===== src/rtl/fetch_queue_pkg.sv =====
// Shared types for the instruction-fetch front end: bus payloads, queue entry, reset PC.
package fetch_queue_pkg;

    localparam int unsigned FQ_XLEN = 64;
    localparam int unsigned ILEN    = 32;

    localparam logic [FQ_XLEN-1:0] PCINIT = 64'h0000_0000_8000_0000;

    typedef struct packed {
        logic               valid;
        logic [FQ_XLEN-1:0] addr;
    } ibus_req_t;

    typedef struct packed {
        logic            data_ok;
        logic [ILEN-1:0] data;
    } ibus_resp_t;

    typedef struct packed {
        logic [FQ_XLEN-1:0] pc;
        logic [ILEN-1:0]    inst;
    } fetch_entry_t;

    typedef enum logic [1:0] {
        FQ_IDLE = 2'd0,
        FQ_REQ  = 2'd1,
        FQ_DROP = 2'd2
    } fq_state_e;

endpackage


===== src/rtl/fetch_queue_fifo.sv =====
// Circular buffer of fetched entries with push/pop/flush and an occupancy count.
module fetch_queue_fifo #(
    parameter int unsigned DEPTH = 4,
    parameter int unsigned WIDTH = 96
) (
    input  logic                         clk,
    input  logic                         reset,
    input  logic                         push,
    input  logic [WIDTH-1:0]             push_data,
    input  logic                         pop,
    input  logic                         flush,
    output logic [WIDTH-1:0]             head_data,
    output logic [$clog2(DEPTH+1)-1:0]   count
);

    localparam int unsigned AW = $clog2(DEPTH);
    localparam int unsigned CW = $clog2(DEPTH+1);

    logic [WIDTH-1:0] mem_q [DEPTH];
    logic [WIDTH-1:0] mem_d [DEPTH];
    logic [AW-1:0]    wr_ptr_q, wr_ptr_d;
    logic [AW-1:0]    rd_ptr_q, rd_ptr_d;
    logic [CW-1:0]    count_q, count_d;

    // Pointers wrap naturally because DEPTH is a power of two.
    always_comb begin
        mem_d    = mem_q;
        wr_ptr_d = wr_ptr_q;
        rd_ptr_d = rd_ptr_q;
        count_d  = count_q;
        if (flush) begin
            wr_ptr_d = '0;
            rd_ptr_d = '0;
            count_d  = '0;
        end else begin
            if (push) begin
                mem_d[wr_ptr_q] = push_data;
                wr_ptr_d        = wr_ptr_q + AW'(1);
            end
            if (pop) begin
                rd_ptr_d = rd_ptr_q + AW'(1);
            end
            count_d = count_q + CW'(push) - CW'(pop);
        end
    end

    always_ff @(posedge clk or negedge reset) begin
        if (!reset) begin
            for (int i = 0; i < int'(DEPTH); i++) begin
                mem_q[i] <= '0;
            end
            wr_ptr_q <= '0;
            rd_ptr_q <= '0;
            count_q  <= '0;
        end else begin
            mem_q    <= mem_d;
            wr_ptr_q <= wr_ptr_d;
            rd_ptr_q <= rd_ptr_d;
            count_q  <= count_d;
        end
    end

    assign head_data = mem_q[rd_ptr_q];
    assign count     = count_q;

endmodule


===== src/rtl/fetch_queue.sv =====
// Instruction-fetch front end: owns the fetch PC, drives ibus, queues {pc, inst} for decode.
// Optional FETCHQ_BYPASS_EN: an empty queue hands a returning instruction straight to decode.
module fetch_queue
    import fetch_queue_pkg::*;
#(
    parameter int unsigned     DEPTH   = 4,
    parameter int unsigned     XLEN    = 64,
    parameter logic [XLEN-1:0] INIT_PC = XLEN'(PCINIT)
) (
    input  logic                         clk,
    input  logic                         reset,
    output ibus_req_t                    ireq,
    input  ibus_resp_t                   iresp,
    input  logic                         redirect_valid,
    input  logic [XLEN-1:0]              redirect_pc,
    input  logic                         deq_ready,
    output logic                         deq_valid,
    output logic [XLEN-1:0]              deq_pc,
    output logic [ILEN-1:0]              deq_inst,
    output logic [$clog2(DEPTH+1)-1:0]   count
);

    localparam int unsigned CW = $clog2(DEPTH+1);
    localparam int unsigned EW = $bits(fetch_entry_t);

    fq_state_e       state_q, state_d;
    logic [XLEN-1:0] fetch_pc_q, fetch_pc_d;
    logic [XLEN-1:0] req_addr_q, req_addr_d;

    logic [CW-1:0]   fifo_count;
    logic [EW-1:0]   head_raw;
    fetch_entry_t    head;
    fetch_entry_t    push_entry;
    logic            fifo_empty;
    logic            data_ok;
    logic            bypass;
    logic            push;
    logic            pop;
    logic [CW-1:0]   count_after;
    logic            room;

    assign head       = fetch_entry_t'(head_raw);
    assign fifo_empty = (fifo_count == '0);
    assign data_ok    = iresp.data_ok;

`ifdef FETCHQ_BYPASS_EN
    assign bypass = (state_q == FQ_REQ) & data_ok & ~redirect_valid & deq_ready & fifo_empty;
`else
    assign bypass = 1'b0;
`endif

    assign push            = (state_q == FQ_REQ) & data_ok & ~redirect_valid & ~bypass;
    assign pop             = ~redirect_valid & ~fifo_empty & deq_ready;
    assign push_entry.pc   = FQ_XLEN'(req_addr_q);
    assign push_entry.inst = iresp.data;

    // Slot check uses the occupancy after this cycle's enqueue/dequeue.
    assign count_after = fifo_count + CW'(push) - CW'(pop);
    assign room        = (count_after < CW'(DEPTH));

    fetch_queue_fifo #(
        .DEPTH (DEPTH),
        .WIDTH (EW)
    ) u_fifo (
        .clk       (clk),
        .reset     (reset),
        .push      (push),
        .push_data (EW'(push_entry)),
        .pop       (pop),
        .flush     (redirect_valid),
        .head_data (head_raw),
        .count     (fifo_count)
    );

    always_ff @(posedge clk or negedge reset) begin
        if (!reset) begin
            state_q    <= FQ_IDLE;
            fetch_pc_q <= INIT_PC;
            req_addr_q <= INIT_PC;
        end else begin
            state_q    <= state_d;
            fetch_pc_q <= fetch_pc_d;
            req_addr_q <= req_addr_d;
        end
    end

    // Next state and PC bookkeeping; an issued request is always carried to data_ok.
    always_comb begin
        state_d    = state_q;
        fetch_pc_d = fetch_pc_q;
        req_addr_d = req_addr_q;
        unique case (state_q)
            FQ_IDLE: begin
                if (redirect_valid) begin
                    state_d    = FQ_REQ;
                    fetch_pc_d = redirect_pc;
                    req_addr_d = redirect_pc;
                end else if (room) begin
                    state_d    = FQ_REQ;
                    req_addr_d = fetch_pc_q;
                end
            end
            FQ_REQ: begin
                if (redirect_valid) begin
                    fetch_pc_d = redirect_pc;
                    if (data_ok) begin
                        req_addr_d = redirect_pc;
                    end else begin
                        state_d = FQ_DROP;
                    end
                end else if (data_ok) begin
                    fetch_pc_d = req_addr_q + XLEN'(4);
                    if (room) begin
                        req_addr_d = req_addr_q + XLEN'(4);
                    end else begin
                        state_d = FQ_IDLE;
                    end
                end
            end
            FQ_DROP: begin
                if (redirect_valid) begin
                    fetch_pc_d = redirect_pc;
                end
                if (data_ok) begin
                    state_d    = FQ_REQ;
                    req_addr_d = redirect_valid ? redirect_pc : fetch_pc_q;
                end
            end
            default: begin
                state_d = FQ_IDLE;
            end
        endcase
    end

    always_comb begin
        ireq       = '0;
        ireq.valid = (state_q != FQ_IDLE);
        ireq.addr  = FQ_XLEN'(req_addr_q);
        deq_valid  = (~fifo_empty | bypass) & ~redirect_valid;
        deq_pc     = bypass ? req_addr_q : XLEN'(head.pc);
        deq_inst   = bypass ? iresp.data : head.inst;
    end

    assign count = fifo_count;

endmodule


===== config.mk =====
export PLATFORM = sky130hd
export DESIGN_NAME = fetch_queue
export DESIGN_NICKNAME = d
export VERILOG_FILES = /design/src/rtl/fetch_queue_pkg.sv /design/src/rtl/fetch_queue_fifo.sv /design/src/rtl/fetch_queue.sv
export SDC_FILE = /design/constraint.sdc
export NUM_CORES = 1
export LEC_CHECK = 0
export CORE_MARGIN = 2
export CORE_UTILIZATION = 57
export CTS_CLUSTER_SIZE = 10
export DETAILED_ROUTE_END_ITERATION = 16
export PLACE_DENSITY = 0.8
export SLEW_MARGIN = 40
export SYNTH_ARGS = -nofsm -noshare
export SYNTH_HDL_FRONTEND = slang
export SYNTH_HIERARCHICAL = 1
export SYNTH_SLANG_ARGS = --single-unit

===== constraint.sdc =====
create_clock -name clk -period 4.2 [get_ports clk]
set_input_delay 1.05 -clock clk [delete_from_list [all_inputs] [get_ports clk]]
set_output_delay 1.05 -clock clk [all_outputs]
set_load 0.02 [all_outputs]

==> flow_summary.toml, run 1 <==
[finish]
layoutNonFillerInstCount = 2864
area_delta_synth_final_pct = 19.79
layout-drive-gt1-share_pct = 28.30
layout.nets = 2355

[timing]
post-route-period-util_pct = 93.21
finalClockSkew_ps = 25.65
hold_viol_final = 0
rsz0062_at_grt = "no"
final.min_clock_period_ps = 3915
clock.fmax_ghz = 0.2554
relSlewSlack_pct = 54.74
setup_viol = 0
finalMaxSlewViolations = 0
finalSetupTns_ps = 0
worstMarginPinSlew_ps = 672.7

[die]
dieArea_um2 = 46950
core_area_um2 = 44410
die_h_um = 216.7
io_pins = 266
fp.dieW_um = 216.7
start_util_pct = 58.05
fp-row-count = 77

[drt]
dr_wl_met3_um = 5724
met1_length_um = 28100
via_per_inst = 6.492
wl_met2_um = 33390
ant_nets = 0
wirelength_um = 69890
drt_iter0_markers = 1886
first_pass_iters = 7
vias = 18590
highest_layer = "met5"
wl_per_cell_um = 24.40
drc = 0

[yosys]
synthArstFlopShare_pct = 100.0
synth.largest_area_cell = "dfrtp_1"
syn_avg_cell_area_um2 = 12.92
ys_seq_area_share_pct = 50.58
synth.area.top_cells = "dfrtp_1 50%, mux2_2 12%, mux4_2 8.4%, mux2_4 7.0%, a21oi_1 2.1%"
ys.flop_type = "dfrtp_1"
postSynthCellCount = 1995
synth_top_area_share_pct = 50.37
yosys-top-cells-count = "519 x dfrtp_1, 264 x mux2_2, 120 x mux2_4"
synth-seq-cells = 521
yosysWarnings = 6
syn-cell-area_um2 = 25780
synth_cell_types = 67
synth_edf_count = 0
syn_nets = 2106
synthMostInstantiatedCell = "dfrtp_1"

[power]
clock_power_share_pct = 20.3
ir_worst_vdd_mv = 0.5411
power_frac_seq_pct = 38.2
p_per_area_nw_per_um2 = 734.8
pwr-share-comb_pct = 41.4
intPower_mw = 14.32
p_leak_nw = 13.72
p_sw_mw = 8.368
p_sw_share_pct = 36.88

[grt]
grt_pass1_vias = 19630
grt_pass1_wl_um = 111300
grt_usage_pct = 30.24
grt_antenna_before_repair = 9
grt_max_degree = 89
overflow = 0

[worst_setup_path]
path_max_fanout = 21
crit_end = "deq_pc[26]"
rr_endpoint = "req_addr_q[61]"
cp-end-kind = "primary output"
worstSetupPathType = "flop to primary output"
ff2ff_setup_slack_ps = 1030
startpoint_type = "flop"
required_ps = 3150
worstPathArrival_ps = 2860
r2r-start = "req_addr_q[2]"
reg2regPathDepth = 6
critPathLaunch = "u_fifo/rd_ptr_q[0]"

[cts]
htreeDepth = 2
root_buffer = "clkbuf_16"
cts_made_buffers = 59
clockBufferDepth = 3
cts_tree = "done"
clock_sinks = 521
post_cts_resize_count = 0
cts_setup_buffers = 0
clock_latency_ps = 620
cts_hold_buf = 0
clk_pin_slew_ps = 60

[place]
place_congestion = 0.8861
port_buffers = 265
hpwl_um = 45370
dp.cells = 2775

[min_path]
min_path_type = "primary input to async pin"

[status]
run_status = "finished, final reports clean"

[job]
maxCapViolCount = 0
-- cell families (layout without fill, tap and decap cells) --
family / count (synthesis) / after routing / synth area share, %
compound gates: 389 / 389 / 9.327
xor+xnor: 59 / 59 / 2.058
fa+ha+maj: 10 / 10 / 0.5144
buf+inv: 167 / 437 / 3.339
flops: 521 / 521 / 50.58
mux: 483 / 483 / 27.02
other cells: 0 / 7 / 0
simple gates: 366 / 366 / 7.163
-- worst min path at each step --
stage | startpoint | end | slack (ps) | cells after the start
4_1_cts | reset | u_fifo/mem_q[244] | 320 | 1
5_1_grt | reset | u_fifo/mem_q[145] | 350 | 1
3_5_place_dp | u_fifo/mem_q[130] | u_fifo/mem_q[130] | 490 | 1
6_report | reset | u_fifo/mem_q[145] | 330 | 1
2_1_floorplan | u_fifo/mem_q[100] | u_fifo/mem_q[100] | 470 | 1
3_3_place_gp | u_fifo/mem_q[102] | u_fifo/mem_q[102] | 480 | 1
-- registers in the layout, indices dropped and copies added, names as in the netlist --
| signal | count |
|---|---|
| u_fifo/mem_q | 384 |
| u_fifo/wr_ptr_q | 2 |
| u_fifo/count | 3 |
| fetch_pc_q | 64 |
| state_q | 2 |
| u_fifo/rd_ptr_q | 2 |
| req_addr_q | 64 |
-- worst max-delay path, stage by stage (launching register included) --
cell	delay (ps)
dfrtp_4	650
buf_12	260
buf_4	220
mux4_2	520
clkdlybuf4s50_1	580
-- placed cells by master (no fill, tap or decap), types with 11 or more instances in the layout --
cell type and n:
dfrtp_1 517, clkbuf_16 60, xor2_1 18, xnor2_1 40, mux2_4 120, or3_1 12, nor3_1 27, o2bb2ai_1 19
a21oi_1 108, mux4_2 96, o21ai_0 106, mux2_2 264, inv_1 23, a31oi_1 13, nand2_1 106, clkbuf_1 15
o22ai_1 37, nand4_1 22, clkdlybuf4s50_1 263, o22a_1 11, buf_12 19, nand3_1 29, nor2_1 93, a22oi_1 25
and3_1 27, buf_4 46
-- through the flow --
step | util [%] | power, mW | hold slack, ps | worst slack [ps] | area (um^2)
after global placement | 65.68 | 17.50 | 480.7 | 173.2 | 29170
final | 69.54 | 22.69 | 332.4 | 285.1 | 30880
after CTS | 69.49 | 22.69 | 322.5 | 230.3 | 30860
after floorplan | - | 14.00 | 473.8 | 37.22 | 25780
after detailed placement | 65.75 | 17.96 | 487.2 | 116.9 | 29200
after global routing | 69.53 | 23.80 | 346.6 | 180.6 | 30880
-- routing by layer --
layer,GRT usage (%),vias to the layer above
met1,40.98,9517
met5,0,-
met4,12.67,4
met3,5.123,197
met2,48.73,972
li1,-,7903
-- layout make-up --
class	count	area, um^2
antenna	7	17.52
timing repair buffer	331	3412
multi-input combinational	1307	11920
clock buffer	78	1599
fill	3006	13530
sequential	521	13050
clock inverter	4	60.06
inverter	24	90.09
tap	592	740.7
-- power by group through the flow --
stage	clock, mW	combinational (mW)	sequential (mW)
after floorplan	0	5.66	8.35
after global placement	0	9.01	8.49
after detailed placement	0	9.30	8.66
after CTS	4.71	9.37	8.62
after global routing	4.89	9.98	8.92
final	4.62	9.40	8.68
(Power assumes the default switching activity.)
==> run 2, diff against run 1 <==
clock period = 3.63 ns   (was 4.2 ns; I/O delays follow)
==> flow_summary.toml, run 2 (synthesis gave the netlist of run 1 again) <==
[status]
run_status = "finished, final reports clean"

[drt]
wl_per_cell_um = 24.21
drc = 0
ant_nets = 0
first_pass_iters = 7
vias = 18600
wirelength_um = 70240
via_per_inst = 6.409
drt_iter0_markers = 1841

[finish]
area_delta_synth_final_pct = 21.27
final_util_pct = 70.39
layout.nets = 2395
final_cell_area_um2 = 31270
layout-drive-gt1-share_pct = 29.61
reg_top3 = "u_fifo/mem_q: 384 flops, fetch_pc_q: 64 flops, req_addr_q: 64 flops"
largest_register_ffs = 384
final_common_cell = "dfrtp_1"
layout_common_cells = "517 x dfrtp_1, 264 x mux2_2, 263 x clkdlybuf4s50_1"
largest-register = "u_fifo/mem_q"

[worst_setup_path]
cp_cell_sequence = "buf_12 -> mux4_2 -> clkdlybuf4s50_1"
worstPathArrival_ps = 2590
r2r-start = "req_addr_q[2]"
cp-end-kind = "primary output"
critPathLaunch = "u_fifo/rd_ptr_q[0]"
rr_endpoint = "req_addr_q[45]"
ff2ff_setup_slack_ps = 470
reg2regPathDepth = 6
required_ps = 2720
cp_slowest_cell = "clkdlybuf4s50_1"
startpoint_type = "flop"
max_stage_delay_ps = 620
path_max_fanout = 40
worstSetupPathType = "flop to primary output"

[cts]
clock_latency_ps = 620
cts_hold_buf = 0
cts_tree = "done"
cts_setup_buffers = 0
cts_made_buffers = 59
clock_sinks = 521
clk_pin_slew_ps = 60
clockBufferDepth = 3
root_buffer = "clkbuf_16"
htreeDepth = 2
post_cts_resize_count = 0

[die]
fp-row-count = 77
die_h_um = 216.7
core_area_um2 = 44410
io_pins = 266
dieArea_um2 = 46950
fp.dieW_um = 216.7
start_util_pct = 58.05

[min_path]
min_path_type = "primary input to async pin"

[place]
place_congestion = 0.9145
port_buffers = 265
hpwl_um = 45850
pre_cts_slack_ps = -116.9
post_dp_cell_area_um2 = 29580

[timing]
finalSetupTns_ps = 0
clock.fmax_ghz = 0.2860
post-route-period-util_pct = 96.33
setup_viol = 0
finalClockSkew_ps = 30.34
rsz0062_at_grt = "no"
finalMaxSlewViolations = 0
worst_slack_ps = 133.4
worstMarginPinSlew_ps = 714.5
final.min_clock_period_ps = 3497
relSlewSlack_pct = 52.37
hold_viol_final = 0

[grt]
grt_antenna_before_repair = 4
grt_max_degree = 101
overflow = 0
grt_usage_pct = 30.22
grt_pass1_wl_um = 111300
grt_pass1_vias = 19410

[power]
p_per_area_nw_per_um2 = 850.0
p_leak_nw = 13.95
ir_worst_vdd_mv = 0.4985

[job]
maxCapViolCount = 0
[run 2: changes by cell type in the layout (fill, tap and decap cells not counted), moves of 2 or more]
cell / delta
buf_4: +33
buf_12: +8
diode_2: -4
clkbuf_1: +3
nand2_2: +2
[run 2: through the flow]
stage | hold slack (ps) | std cells | total power [mW]
after floorplan | 473.8 | 1995 | 16.24
after CTS | 361.9 | 2898 | 26.57
after global placement | 480.6 | 2814 | 20.61
after global routing | 158.8 | 2902 | 27.85
after detailed placement | 487.8 | 2814 | 21.12
final | 158.8 | 2902 | 26.57
[run 2: layer usage]
| metal | part of all wire (%) | wire length [um] | global-route usage (%) | up-vias |
|---|---|---|---|---|
| met2 | 49 | 34690 | 50.19 | 806 |
| li1 | - | - | - | 7998 |
| met3 | 7.6 | 5347 | 6.246 | 163 |
| met4 | 2.8 | 2001 | 10.25 | 2 |
| met1 | 40 | 28190 | 39.87 | 9630 |
| met5 | 0.019 | 13 | 0 | - |
[run 2: worst max path at each step]
| stage | to | cells after the start |
|---|---|---|
| finish | deq_pc[59] | 3 |
| detailed placement | req_addr_q[63] | 14 |
| global route | deq_pc[41] | 3 |
| floorplan | req_addr_q[59] | 14 |
| global placement | req_addr_q[63] | 14 |
| CTS | deq_pc[59] | 3 |
[run 2: cell type report]
type / instances / area [um^2]
Tap cell: 592 / 740.7
Multi-Input combinational cell: 1307 / 11930
Sequential cell: 521 / 13050
Inverter: 24 / 90.09
Antenna cell: 3 / 7.507
Clock inverter: 2 / 10.01
Fill cell: 2933 / 13150
Clock buffer: 82 / 1635
Timing Repair Buffer: 371 / 3809
[run 2: critical path: cells and delay by family, from the launching register on]
kind	cells	cell delay (ps)
muxes	1	540
DFF	1	460
buffers and inverters	2	920
[run 2: power by group]
group | leakage (nW) | switching [mW] | internal [mW]
Combinational | 6.48 | 5.72 | 5.88
Sequential | 6.67 | 1.75 | 7.88
Clock | 0.802 | 2.28 | 3.06
Total | 14.0 | 9.75 | 16.8
==> run 3, diff against run 2 <==
CORE_UTILIZATION = 55   (was 57)
PLACE_DENSITY = 0.78   (was 0.8)
clock period = 3.8 ns   (was 3.63 ns; I/O delays follow)
==> flow_summary.toml, run 3 (synthesis gave the netlist of run 1 again) <==
[worst_setup_path]
cp-end-kind = "primary output"
worstPathArrival_ps = 2740
required_ps = 2850
path_max_fanout = 28
worstSetupPathType = "flop to primary output"
startpoint_type = "flop"

[cts]
cts_hold_buf = 0
clock_sinks = 521
post_cts_resize_count = 0
clk_pin_slew_ps = 60
clockBufferDepth = 3
cts_made_buffers = 58
cts_tree = "done"
cts_setup_buffers = 1
clock_latency_ps = 620
htreeDepth = 2
root_buffer = "clkbuf_16"

[grt]
grt_antenna_before_repair = 7
grt_usage_pct = 29.18
overflow = 0
grt_pass1_vias = 19360
grt_max_degree = 92
grt_pass1_wl_um = 110000

[drt]
wl_per_cell_um = 24.21
via_per_inst = 6.358
ant_nets = 0
wirelength_um = 70340
drt_iter0_markers = 1655
first_pass_iters = 5
vias = 18480
drc = 0

[die]
fp.dieW_um = 220.5
fp-row-count = 79
die_h_um = 220.5
dieArea_um2 = 48620
io_pins = 266
start_util_pct = 55.50
core_area_um2 = 46460

[timing]
worst_hold_slack_ps = 328.7
post-route-period-util_pct = 97.17
finalSetupTns_ps = 0
relSlewSlack_pct = 44.97
finalClockSkew_ps = 23.25
rsz0062_at_grt = "no"
final.min_clock_period_ps = 3692
setup_viol = 0
finalMaxSlewViolations = 0
hold_viol_final = 0
clock.fmax_ghz = 0.2708
worstMarginPinSlew_ps = 821.7

[job]
maxCapViolCount = 0

[place]
hpwl_um = 45790
dp.cells = 2820
port_buffers = 265
place_congestion = 0.8758

[finish]
area_delta_synth_final_pct = 20.49
largest_register_ffs = 384
n_fill_cell = 3304
reg_top3 = "u_fifo/mem_q: 384 flops, fetch_pc_q: 64 flops, req_addr_q: 64 flops"
largest-register = "u_fifo/mem_q"
layout-drive-gt1-share_pct = 29.22
final_common_cell = "dfrtp_1"
layout.nets = 2385
layout_common_cells = "517 x dfrtp_1, 264 x mux2_2, 263 x clkdlybuf4s50_1"
layoutNonFillerInstCount = 2906

[min_path]
min_path_type = "primary input to async pin"

[status]
run_status = "finished, final reports clean"

[power]
p_leak_nw = 13.83
ir_worst_vdd_mv = 0.5182
p_per_area_nw_per_um2 = 811.2
[run 3: cell count changes in the layout (fill, tap and decap cells not counted), moves of 2 or more]
cell | before | now
buf_4 | 79 | 77
diode_2 | 3 | 6
buf_12 | 27 | 20
clkbuf_16 | 61 | 59
clkinv_2 | 2 | 0
clkbuf_1 | 18 | 16
[run 3: area by class of cell]
class                   count  area (um^2)  area share, %
diodes                      6        15.01        0.04833
clock buffers              77         1564          5.034
clock inverters             2        28.78        0.09263
inverters                  24        90.09         0.2900
multi-input cells        1307        11920          38.37
flip-flops and latches    521        13050          42.00
well taps                 607        759.5          2.445
repair buffers            362         3641          11.72
[run 3: worst max-delay path, stage by stage (launching register included)]
cell and delay, ps:
dfrtp_4 640, buf_12 310, mux4_2 550, clkdlybuf4s50_1 600
[run 3: layer usage]
layer / GRT usage [%] / wire length (um) / share of wire, %
met5: 0 / 10 / 0.014
met4: 10.13 / 2129 / 3.0
met3: 6.845 / 5974 / 8.5
met2: 47.74 / 34410 / 49
met1: 38.46 / 27820 / 40
[run 3: per-stage QoR]
stage               setup WS, ps  power, mW  util (%)  instance area, um^2
floorplan                  7.336      15.50         -                25800
global placement           72.22      19.60     63.36                29440
detailed placement         51.89      20.12     63.36                29440
CTS                        59.03      25.21     66.82                31040
global route               11.53      26.45     66.87                31070
finish                     107.5      25.20     66.87                31070
[run 3: worst paths after layout]
path                                          end  slack [ps]          startpoint  cells after the start
worst max register to register     fetch_pc_q[56]         440       req_addr_q[2]                      7
worst min-delay path            u_fifo/mem_q[318]         330               reset                      1
max in group asynchronous        u_fifo/mem_q[22]        2450               reset                      2
min in group clk                u_fifo/mem_q[124]         500   u_fifo/mem_q[124]                      1
worst min register to register  u_fifo/mem_q[124]         500   u_fifo/mem_q[124]                      1
worst max-delay path                   deq_pc[28]         110  u_fifo/rd_ptr_q[0]                      3
[run 3: power breakdown]
group          switching (mW)  leakage (nW)  internal [mW]
clock network            2.16         0.775           2.82
logic                    5.40          6.38           5.54
registers                1.75          6.67           7.53
total                    9.31          13.8           15.9
